==> src/rtl/uart_frame_ctrl_pkg.sv <==
// Shared definitions for the UART frame sequencer: state encoding,
// default sync word and the inter-byte timeout calculation.
package uart_frame_ctrl_pkg;

    typedef enum logic [2:0] {
        ST_IDLE    = 3'd0,
        ST_HDR     = 3'd1,
        ST_DATA    = 3'd2,
        ST_CSUM_HI = 3'd3,
        ST_CSUM_LO = 3'd4
    } state_t;

    localparam logic [15:0] DEFAULT_HEADER = 16'hAA55;

    // Gap limit in clock cycles; one byte time is 10 bit times on the line.
    // Computed in 64 bits because the intermediate product exceeds 2^31.
    function automatic int to_cycles(input int timeout_bytes, input int clk_freq,
                                     input int baud_rate);
        longint prod;
        prod = longint'(timeout_bytes) * 64'sd10 * longint'(clk_freq);
        return int'(prod / longint'(baud_rate));
    endfunction

endpackage

==> src/rtl/uart_frame_ctrl_gap_timer.sv <==
// Inter-byte gap timer: counts idle cycles while a frame is in progress
// and pulses expired on the cycle the limit is reached without a new byte.
module uart_frame_ctrl_gap_timer #(
    parameter int TO_CYCLES = 34722
) (
    input  logic clk,
    input  logic rst,
    input  logic enable,
    input  logic clear,
    output logic expired
);

    localparam int CW = $clog2(TO_CYCLES + 1);

    logic [CW-1:0] cnt;

    // A byte in the same cycle as the limit suppresses the expiry.
    assign expired = enable && !clear && (cnt == CW'(TO_CYCLES - 1));

    // Gap counter: held at zero outside a frame, restarted by every byte.
    always_ff @(posedge clk or posedge rst) begin
        if (rst) begin
            cnt <= '0;
        end else if (!enable || clear || expired) begin
            cnt <= '0;
        end else begin
            cnt <= cnt + CW'(1);
        end
    end

endmodule

==> src/rtl/uart_frame_ctrl.sv <==
// Frame sequencer behind the byte-level UART receiver: hunts for the sync
// word, collects payload and checksum, and publishes the payload with status.
module uart_frame_ctrl
    import uart_frame_ctrl_pkg::*;
#(
    parameter int          CLK_FREQ      = 100_000_000,
    parameter int          BAUD_RATE     = 115_200,
    parameter logic [15:0] HEADER        = DEFAULT_HEADER,
    parameter int          PAYLOAD_BYTES = 16,
    parameter int          TIMEOUT_BYTES = 4
) (
    input  logic                       clk,
    input  logic                       rst,
    input  logic                       rx_valid,
    input  logic [7:0]                 rx_data,
    input  logic                       rx_frame_err,
    output logic                       frame_valid,
    output logic [8*PAYLOAD_BYTES-1:0] frame_data,
    output logic                       frame_ok,
    output logic                       err_timeout,
    output logic                       err_framing,
    output logic                       busy
);

    localparam int TO_CYCLES = to_cycles(TIMEOUT_BYTES, CLK_FREQ, BAUD_RATE);
    localparam int PW        = 8 * PAYLOAD_BYTES;
    localparam int CNT_W     = $clog2(PAYLOAD_BYTES + 1);
    localparam logic [CNT_W-1:0] LAST_BYTE = CNT_W'(PAYLOAD_BYTES - 1);

    state_t           state;
    logic [CNT_W-1:0] byte_cnt;
    logic [PW-1:0]    payload;
    logic [15:0]      sum;
    logic [7:0]       csum_hi;
    logic             expired;

    assign busy = (state != ST_IDLE);

    uart_frame_ctrl_gap_timer #(
        .TO_CYCLES (TO_CYCLES)
    ) u_gap_timer (
        .clk     (clk),
        .rst     (rst),
        .enable  (busy),
        .clear   (rx_valid),
        .expired (expired)
    );

    // Frame FSM with payload shift register, checksum accumulator and
    // registered status pulses; a line error outranks a byte, a byte
    // outranks a timeout.
    always_ff @(posedge clk or posedge rst) begin
        if (rst) begin
            state       <= ST_IDLE;
            byte_cnt    <= '0;
            payload     <= '0;
            sum         <= '0;
            csum_hi     <= '0;
            frame_valid <= 1'b0;
            frame_data  <= '0;
            frame_ok    <= 1'b0;
            err_timeout <= 1'b0;
            err_framing <= 1'b0;
        end else begin
            frame_valid <= 1'b0;
            err_timeout <= 1'b0;
            err_framing <= 1'b0;
            if (rx_frame_err) begin
                // Corrupt byte is dropped; only an in-progress frame reports it.
                if (state != ST_IDLE) begin
                    err_framing <= 1'b1;
                    state       <= ST_IDLE;
                end
            end else if (rx_valid) begin
                case (state)
                    ST_IDLE: begin
                        if (rx_data == HEADER[15:8]) state <= ST_HDR;
                    end
                    ST_HDR: begin
                        if (rx_data == HEADER[7:0]) begin
                            state    <= ST_DATA;
                            byte_cnt <= '0;
                            sum      <= '0;
                        end else if (rx_data != HEADER[15:8]) begin
                            state <= ST_IDLE;
                        end
                    end
                    ST_DATA: begin
                        payload  <= {payload[PW-9:0], rx_data};
                        sum      <= sum + {8'h00, rx_data};
                        byte_cnt <= byte_cnt + CNT_W'(1);
                        if (byte_cnt == LAST_BYTE) state <= ST_CSUM_HI;
                    end
                    ST_CSUM_HI: begin
                        csum_hi <= rx_data;
                        state   <= ST_CSUM_LO;
                    end
                    ST_CSUM_LO: begin
                        state       <= ST_IDLE;
                        frame_valid <= 1'b1;
                        frame_data  <= payload;
                        frame_ok    <= ({csum_hi, rx_data} == sum);
                    end
                    default: state <= ST_IDLE;
                endcase
            end else if (expired) begin
                err_timeout <= 1'b1;
                state       <= ST_IDLE;
            end
        end
    end

endmodule
==> config.mk <==
export PLATFORM = sky130hd
export DESIGN_NAME = uart_frame_ctrl
export DESIGN_NICKNAME = d
export VERILOG_FILES = /design/src/rtl/uart_frame_ctrl_pkg.sv /design/src/rtl/uart_frame_ctrl_gap_timer.sv /design/src/rtl/uart_frame_ctrl.sv
export SDC_FILE = /design/constraint.sdc
export NUM_CORES = 1
export LEC_CHECK = 0
export CELL_PAD_IN_SITES_DETAIL_PLACEMENT = 1
export CELL_PAD_IN_SITES_GLOBAL_PLACEMENT = 1
export CORE_MARGIN = 4
export CORE_UTILIZATION = 52
export DETAILED_ROUTE_END_ITERATION = 8
export DONT_BUFFER_PORTS = 1
export PLACE_DENSITY_LB_ADDON = 0.15
export SYNTH_ARGS = -nofsm -noshare
export SYNTH_HDL_FRONTEND = slang
export SYNTH_SLANG_ARGS = --single-unit
==> constraint.sdc <==
create_clock -name clk -period 17.5 [get_ports clk]
set_input_delay 1.75 -clock clk [delete_from_list [all_inputs] [get_ports clk]]
set_output_delay 1.75 -clock clk [all_outputs]
set_load 0.1 [all_outputs]
# ---- Word level (Yosys, flattened, before mapping)
# Index checks and enable logic that the tools add are counted.
dict set report totals {
  reg_bits 308
  inputBits 12
  elab_cells 67
}
dict set report op_classes {
  addsub 3
  eq_ne 15
  mux 22
  bitwise 1
  reduce_logical 15
}
# op count
set ops {}
lappend ops {{$mux W16} 2}
lappend ops {{$pmux W16 S2} 1}
lappend ops {{$mux W3} 8}
lappend ops {{$add A16 B1 Y16 const B} 1}
lappend ops {{$add A16 B8 Y16} 1}
lappend ops {{$eq A16 B16 Y1} 1}
lappend ops {{$eq A16 B16 Y1 const B} 1}
lappend ops {{$pmux W3 S4} 1}
lappend ops {{$pmux W5 S2} 1}
lappend ops {{$reduce_and A3 Y1} 3}
lappend ops {{$eq A8 B7 Y1 const B} 1}
lappend ops {{$eq A8 B8 Y1 const B} 1}
lappend ops {{$mux W1} 8}
lappend ops {{$ne A4 B4 Y1 const B} 2}
lappend ops {{$ne A8 B8 Y1 const B} 1}
lappend ops {{$eq A3 B2 Y1 const B} 2}
lappend ops {{$reduce_bool A3 Y1} 2}
lappend ops {{$add A5 B1 Y5 const B} 1}
lappend ops {{$eq A5 B4 Y1 const B} 1}
lappend ops {{$mux W5} 1}
lappend ops {{$ne A5 B5 Y1 const B} 1}
lappend ops {{$reduce_and A5 Y1} 1}
lappend ops {{$reduce_and A4 Y1} 1}
lappend ops {{$eq A3 B1 Y1 const B} 1}
lappend ops {{other kinds (9)} 12}

# ---- Depth between registers and ports, before layout
# Gate-level depths: netlist of run 1.
dict set report logic_depth {
  word_depth 6
  mapped_depth 8
}

# ---- Modules after synthesis
# Synthesis of run 1 repeated with hierarchy kept, for this count alone.
dict set report hier_totals {
  cells_unflattened 1371
  area_unflattened_um2 12493.2
}
# mod instances cells_each area_per_inst_um2 seq_area_each_um2
set modules_own_cells {}
lappend modules_own_cells {uart_frame_ctrl 1 1289 11672.4 7307.0}
lappend modules_own_cells {uart_frame_ctrl_gap_timer 1 82 820.8 400.4}

# ---- Worst setup path before layout of run 1
# OpenSTA, ideal clock, no wires.
dict set report synth_path {
  path_type {input-to-reg}
  from {input port rx_data[1]}
  to {register sum[11]}
  setup_time_ns 0.129
  arrival_time_ns 3.118
  required_ns 17.371
  slack_ns 14.253
  stages 6
  n_path_buf 0
  cell_sequence {ha_1 -> a21o_1 -> a211o_1 -> a211oi_2 -> nor3_1 -> mux2i_1}
}
dict set report synth_between {
  elab_chain_cells 3
}
# item line_no
set synth_lines {}
lappend synth_lines {{start, declared} uart_frame_ctrl.sv:15} ;# input logic [7:0] rx_data,
lappend synth_lines {{branches (longest 3 deep; another with $add A16 B8 Y16)} n/a}
lappend synth_lines {{end signal, assigned} uart_frame_ctrl.sv:90} ;# sum <= sum + {8'h00, rx_data};
lappend synth_lines {{end, declared} uart_frame_ctrl.sv:33} ;# logic [15:0] sum;
# Several ways; the timed one is not identified.
# A chain may end at the register's enable or synchronous reset.

# ---- Worst setup path in the final report of run 1
dict set report layout_path {
  from {input port rx_frame_err}
  to {register frame_data[82]}
}
dict set report layout_between {
  elab_chain_cells 2
}
# item line_no
set layout_lines {}
lappend layout_lines {{start, declared} uart_frame_ctrl.sv:16} ;# input logic rx_frame_err,
lappend layout_lines {{$not A1 Y1 (no source line)} n/a}
lappend layout_lines {{$reduce_and A3 Y1 (no source line)} n/a}
lappend layout_lines {{end signal, assigned} uart_frame_ctrl.sv:101} ;# frame_data <= payload;
lappend layout_lines {{end, declared} uart_frame_ctrl.sv:18} ;# output logic [8*PAYLOAD_BYTES-1:0] frame_data,
# No other way between the ends.

==> results by group, run 1 <==
Placed design
  • Count of input and output buffers: 0
  • Pre-CTS worst setup slack: 13060 ps
  • Placer Congestion: 0.8060
  • Dpl hpwl: 18.54 mm

Clocking
  • Post CTS Setup Buffer Count: 0
  • Master cell of the clock root buffer: clkbuf_16
  • H-tree depth: 1
  • Clock tree from TritonCTS: done
  • Post-CTS clock slew at the launch and capture registers of the worst setup and hold paths: 60 ps
  • Clock tree buffer depth: 3
  • Sinks on the clock net: 308
  • Clock network latency to the later pin of the worst-skew pair: 550 ps
  • Post-cts sizing count: 0
  • Number of CTS-inserted buffers: 31
  • Quantity of hold-fixing buffers added after cts: 0

Timing
  • Post-layout worst setup margin: 13620 ps
  • Setup TNS after final layout: 0 ps
  • Fmax: 0.2575 GHz
  • Minimum clock period: 3884 ps
  • Slew at the pin with the worst max-slew slack: 1125 ps
  • Final Max Tran Viols: 0
  • Worst relative slew slack: 0.2502
  • Unrepaired setup endpoints after global routing: false
  • Final setup viols: 0
  • Final-report hold violation count: 0
  • Fraction of the cycle the final worst path needs: 0.2219
  • Worst Clk Skew: 15.27 ps

Logic synthesis
  • Post-synthesis sequential area ratio: 0.6179
  • Synth Flop Type: dfrtp_1
  • Cell count after synthesis: 1368
  • Synth unique cells: 54
  • Async set-reset flop share out of synthesis: 1.000
  • Portion of synthesized cell area occupied by the leading cell type: 0.6179
  • Area leader, netlist: dfrtp_1
  • Yosys Warn Count: 0
  • Number of storage elements in the synthesis netlist: 308
  • Synthesized Nets: 1393
  • Count of flip-flops with a built-in enable after synthesis: 0
  • Synth top area cells: dfrtp_1, nand2_1, ha_1
  • Mean instance size in the synthesized netlist: 9.119 um2
  • Mapped cell area: 0.01247 mm2

Power
  • Leakage: 7.514 nW
  • Worst-case vdd ir drop: 0.00007206 V
  • Pwr Density: 104.1 mW/mm2

Setup path
  • Highest net fanout along the worst path: 89
  • Reg-to-Reg Start: state[1]$_DFFE_PP0P_
  • Required @ worst endpoint: 17990 ps
  • Critical path data arrival time: 4380 ps
  • Capture point of the worst reg-to-reg path: frame_data[82]$_DFFE_PP0P_
  • Launching instance or port of the critical path: rx_frame_err
  • R2R Setup Slk: 14220 ps
  • Setup crit end kind: flop
  • Worst setup path category: primary input to flop
  • Category of the worst setup path launch point: primary input
  • Worst setup path end: frame_data[82]$_DFFE_PP0P_
  • Worst reg-to-reg path cell count: 6

Detailed routing
  • Met1 Wirelength: 13.19 mm
  • Starting DRC count in detailed routing: 663
  • Antenna-violating nets left: 0
  • Final routed wirelength across all metal layers: 29.90 mm
  • Length of the first detailed-routing pass in iterations: 4
  • Vias: 8935
  • Met3 Routed Length: 1.658 mm
  • Top routing layer in use: met4
  • Via density: 5.312
  • Routed wirelength normalized by instance count: 17.78 um
  • WL met2: 14.47 mm
  • Count of unresolved DRC violations after routing: 0

Layout
  • Layout net count: 1366
  • Most frequent cells in the layout: nand2_1, dfrtp_1, clkbuf_16
  • Filler Cells Inserted: 2722
  • Most common cell after layout, fill and taps aside: nand2_1
  • ANT cells: 0
  • Growth of design area from synthesis to finish: 9.148%
  • Layout cell share with drive strength beyond 1: 0.04989

Run
  • Number of max-cap violations: 0

Worst hold path
  • Hold WC Path Type: flop to flop
  • Beginning of the worst hold path: payload[127]$_DFFE_PP0P_

Global route
  • Number of antenna violations at the first check in global routing: 0
  • Global-route total usage across every layer: 0.2289
  • First-pass GRT wire length: 50.10 mm
  • Final global-route overflow total: 0
  • Vias in the first global route: 9576
  • Maximum number of pins on one net before global-route repair: 175

Floorplan
  • Total I/O pin count: 145
  • FP Rows: 56
  • Core Area: 0.02354 mm2
  • DIE HEIGHT: 162.9 um
  • Area of the die: 0.02653 mm2
  • Effective utilization at floorplan: 0.5299
  • Die outline width: 162.9 um

Status
  • Status: finished clean
[per-layer routing]
layer  vias up  GRT usage
li1       4227          -
met1      4498     0.3152
met2       164     0.3770
met3        46    0.05011
met4         0    0.05147
met5         -          0
[where the power goes]
part           total, mW  switching, mW  internal (mW)
Clock              0.650          0.270          0.380
Combinational     0.0428         0.0319         0.0109
Sequential         0.724        0.00783          0.717
[cells in the mapped netlist, types with 2 or more instances]
library cell and count:
nand2_1 789, dfrtp_1 308, clkbuf_1 29, buf_2 27, nor2_1 20, nand3_1 19
o21ai_0 17, xnor2_1 14, ha_1 12, a21oi_1 10, inv_1 10, mux2_2 9
nand4_1 9, xor2_1 8, nor3_1 7, buf_4 6, mux2i_1 6, or3_1 6
and3_1 4, nor2b_1 4, nor4bb_1 4, o21a_1 4, a21o_1 3, buf_6 3
nor4_1 3, a211o_1 2, a31oi_1 2, nand2b_1 2, nand4b_1 2, nor3b_1 2
nor4b_1 2, o211ai_1 2, o31ai_1 2
[worst min path at each step]
stage / to / slack [ps] / depth (start not counted)
after global placement: frame_data[127]$_DFFE_PP0P_ / 450 / 2
after detailed placement: frame_data[124]$_DFFE_PP0P_ / 470 / 2
final: frame_data[127]$_DFFE_PP0P_ / 460 / 2
after CTS: frame_data[127]$_DFFE_PP0P_ / 460 / 2
after global routing: frame_data[127]$_DFFE_PP0P_ / 510 / 2
after floorplan: byte_cnt[3]$_DFFE_PP0P_ / 440 / 1
[per-stage QoR]
| step | instance area (um2) | std cells | hold WS [ps] | total power, mW | utilization |
|---|---|---|---|---|---|
| 4_1_cts | 13620 | 1682 | 459.3 | 1.434 | 0.5783 |
| 3_5_place_dp | 12630 | 1627 | 469.1 | 0.7810 | 0.5363 |
| 6_report | 13620 | 1682 | 458.1 | 1.417 | 0.5783 |
| 3_3_place_gp | 12630 | 1627 | 453.7 | 0.7799 | 0.5363 |
| 2_1_floorplan | 12470 | 1368 | 437.5 | 0.7710 | - |
| 5_1_grt | 13620 | 1682 | 506.7 | 1.473 | 0.5783 |
[critical path: stages]
cell and delay [ps]:
nor4b_1 500, nand2_4 450, inv_4 500, buf_4 810, nand2_1 180, nand2_1 110
[sequential cells by signal, indices dropped and copies added (netlist names)]
name and flops:
err_framing 1, frame_data 128, state 3, u_gap_timer.cnt 16, byte_cnt 5, frame_valid 1
frame_ok 1, sum 16, err_timeout 1, payload 128, csum_hi 8
[layout make-up]
| class | count | area [um2] | area share |
|---|---|---|---|
| clock buffers | 49 | 903.4 | 0.06635 |
| clock inverters | 6 | 86.33 | 0.006341 |
| inverters | 11 | 51.30 | 0.003768 |
| multi-input cells | 984 | 4418 | 0.3245 |
| flip-flops and latches | 308 | 7707 | 0.5661 |
| well taps | 319 | 399.1 | 0.02931 |
| repair buffers | 5 | 50.05 | 0.003676 |
[logic make-up (layout without fill, tap and decap cells)]
family,Yosys count,in the layout,share of synthesized area
and+or+nand+nor,882,882,0.2818
DFF,308,308,0.6179
buffers and inverters,76,71,0.02919
AOI/OAI and AO/OA,50,50,0.02698
xor gates and xnor gates,22,22,0.01545
muxes,17,17,0.01505
adders and majority gates,13,13,0.01364
Note: power is estimated with default switching activity, not from simulation.
==> run 2: changes to the inputs <==
--- a/config.mk
+++ b/config.mk
@@ -8,7 +8,7 @@
 export CELL_PAD_IN_SITES_DETAIL_PLACEMENT = 1
 export CELL_PAD_IN_SITES_GLOBAL_PLACEMENT = 1
 export CORE_MARGIN = 4
-export CORE_UTILIZATION = 52
+export CORE_UTILIZATION = 48
 export DETAILED_ROUTE_END_ITERATION = 8
 export DONT_BUFFER_PORTS = 1
 export PLACE_DENSITY_LB_ADDON = 0.15
==> constraint.sdc (replaced) <==
create_clock -name clk -period 4 [get_ports clk]
set_input_delay 0.4 -clock clk [delete_from_list [all_inputs] [get_ports clk]]
set_output_delay 0.4 -clock clk [all_outputs]
set_load 0.1 [all_outputs]
==> results by group, run 2 (synthesis gave the netlist of run 1 again) <==
Detailed routing
  • Antenna-violating nets left: 0
  • Count of unresolved DRC violations after routing: 0
  • Via density: 5.198
  • Routed wirelength normalized by instance count: 17.85 um
  • Length of the first detailed-routing pass in iterations: 4
  • Starting DRC count in detailed routing: 617
  • Final routed wirelength across all metal layers: 30.45 mm
  • Vias: 8867

Power
  • Worst-case vdd ir drop: 0.0003153 V
  • Leakage: 7.653 nW
  • Pwr Density: 463.3 mW/mm2
  • Final Total Pwr: 6.444 mW

Floorplan
  • Effective utilization at floorplan: 0.4911
  • FP Rows: 58
  • Core Area: 0.02540 mm2
  • Area of the die: 0.02863 mm2
  • Total I/O pin count: 145
  • DIE HEIGHT: 169.2 um
  • Die outline width: 169.2 um

Clocking
  • Post-CTS clock slew at the launch and capture registers of the worst setup and hold paths: 60 ps
  • Post CTS Setup Buffer Count: 0
  • Sinks on the clock net: 308
  • Clock tree from TritonCTS: done
  • Clock network latency to the later pin of the worst-skew pair: 500 ps
  • Master cell of the clock root buffer: clkbuf_16
  • H-tree depth: 2
  • Clock tree buffer depth: 3
  • Number of CTS-inserted buffers: 34

Run
  • Number of max-cap violations: 0

Setup path
  • Crit-path max cell delay: 580 ps
  • Cell family contributing the most delay on the critical path: buffers and inverters
  • Cell-by-cell trace of the critical path: nor3_1, inv_1
  • Required @ worst endpoint: 3600 ps
  • Critical path data arrival time: 2150 ps
  • Category of the worst setup path launch point: flop
  • Slowest stage cell on the critical path: inv_1
  • Setup crit end kind: output port
  • Worst setup path category: flop to output port
  • Highest net fanout along the worst path: 10
  • Buffering stage count on the worst path with inverters included: 1

Layout
  • Final core area utilization: 0.5476
  • Filler Cells Inserted: 2859
  • Most frequent cells in the layout: nand2_1, dfrtp_1, clkbuf_16
  • Leading registers by flop count: frame_data: 128 flops, payload: 128 flops
  • Growth of design area from synthesis to finish: 11.49%
  • Layout cell share with drive strength beyond 1: 0.05814
  • ANT cells: 0
  • FF/Latch Area: 0.007707 mm2
  • Layout net count: 1382
  • Most common cell after layout, fill and taps aside: nand2_1
  • Area of the multi-input gates: 0.004418 mm2

Global route
  • Global-route total usage across every layer: 0.2189
  • Maximum number of pins on one net before global-route repair: 150
  • Vias in the first global route: 9597
  • Final global-route overflow total: 0
  • First-pass GRT wire length: 51.84 mm
  • Number of antenna violations at the first check in global routing: 0

Timing
  • Final setup viols: 0
  • Worst Clk Skew: 12.49 ps
  • Fmax: 0.3924 GHz
  • Unrepaired setup endpoints after global routing: false
  • Final Max Tran Viols: 0
  • Slew at the pin with the worst max-slew slack: 1034 ps
  • WHS: 31.36 ps
  • Fraction of the cycle the final worst path needs: 0.6370
  • Minimum clock period: 2548 ps
  • Final-report hold violation count: 0
  • Worst relative slew slack: 0.3107

Placed design
  • Count of input and output buffers: 0
  • Placer Congestion: 0.8183
  • Dpl hpwl: 19.09 mm

Worst hold path
  • Hold WC Path Type: primary input to flop

Status
  • Status: finished clean
## run 2: timing repair
action,CTS,global route
resized for setup,0,0
hold endpoints to repair,42,0
endpoints found under the setup margin,0,0
hold buffers,7,0
## run 2: path summary, 6_finish.rpt
check,start,endpoint,slack [ps],depth (start not counted)
worst max-delay path,state[1]$_DFFE_PP0P_,busy,1450,2
min in group asynchronous,rst,payload[107]$_DFFE_PP0P_,600,3
worst max register to register,state[2]$_DFFE_PP0P_,payload[93]$_DFFE_PP0P_,1510,5
worst min-delay path,rx_data[4],payload[4]$_DFFE_PP0P_,30,2
worst min register to register,payload[125]$_DFFE_PP0P_,frame_data[125]$_DFFE_PP0P_,470,2
max in group asynchronous,rst,frame_data[32]$_DFFE_PP0P_,2660,3
## run 2: metrics by stage
stage	worst slack, ps	TNS, ps	cells	instance area [um2]
floorplan	-499.0	-153680	1368	12480
global route	1277	0	1706	13910
global placement	1554	0	1644	12730
detailed placement	1510	0	1644	12730
CTS	1440	0	1706	13910
finish	1452	0	1706	13910
## run 2: layout make-up
class / instances / share of cell area
Sequential cell: 308 / 0.5542
Multi-Input combinational cell: 984 / 0.3177
Clock buffer: 51 / 0.07611
Tap cell: 330 / 0.02969
Timing Repair Buffer: 18 / 0.01547
Clock inverter: 4 / 0.003508
Inverter: 11 / 0.003419
## run 2: layer usage
metal | share of wire | vias to the layer above | global-route usage
met1 | 0.44 | 4401 | 0.3002
li1 | - | 4250 | -
met4 | 0.020 | 0 | 0.05775
met5 | 0 | - | 0
met2 | 0.48 | 168 | 0.3596
met3 | 0.054 | 48 | 0.04519
## run 2: where the power goes
| part | internal, mW | switching (mW) |
|---|---|---|
| registers | 3.14 | 0.0320 |
| logic | 0.0546 | 0.143 |
| clock network | 1.88 | 1.20 |
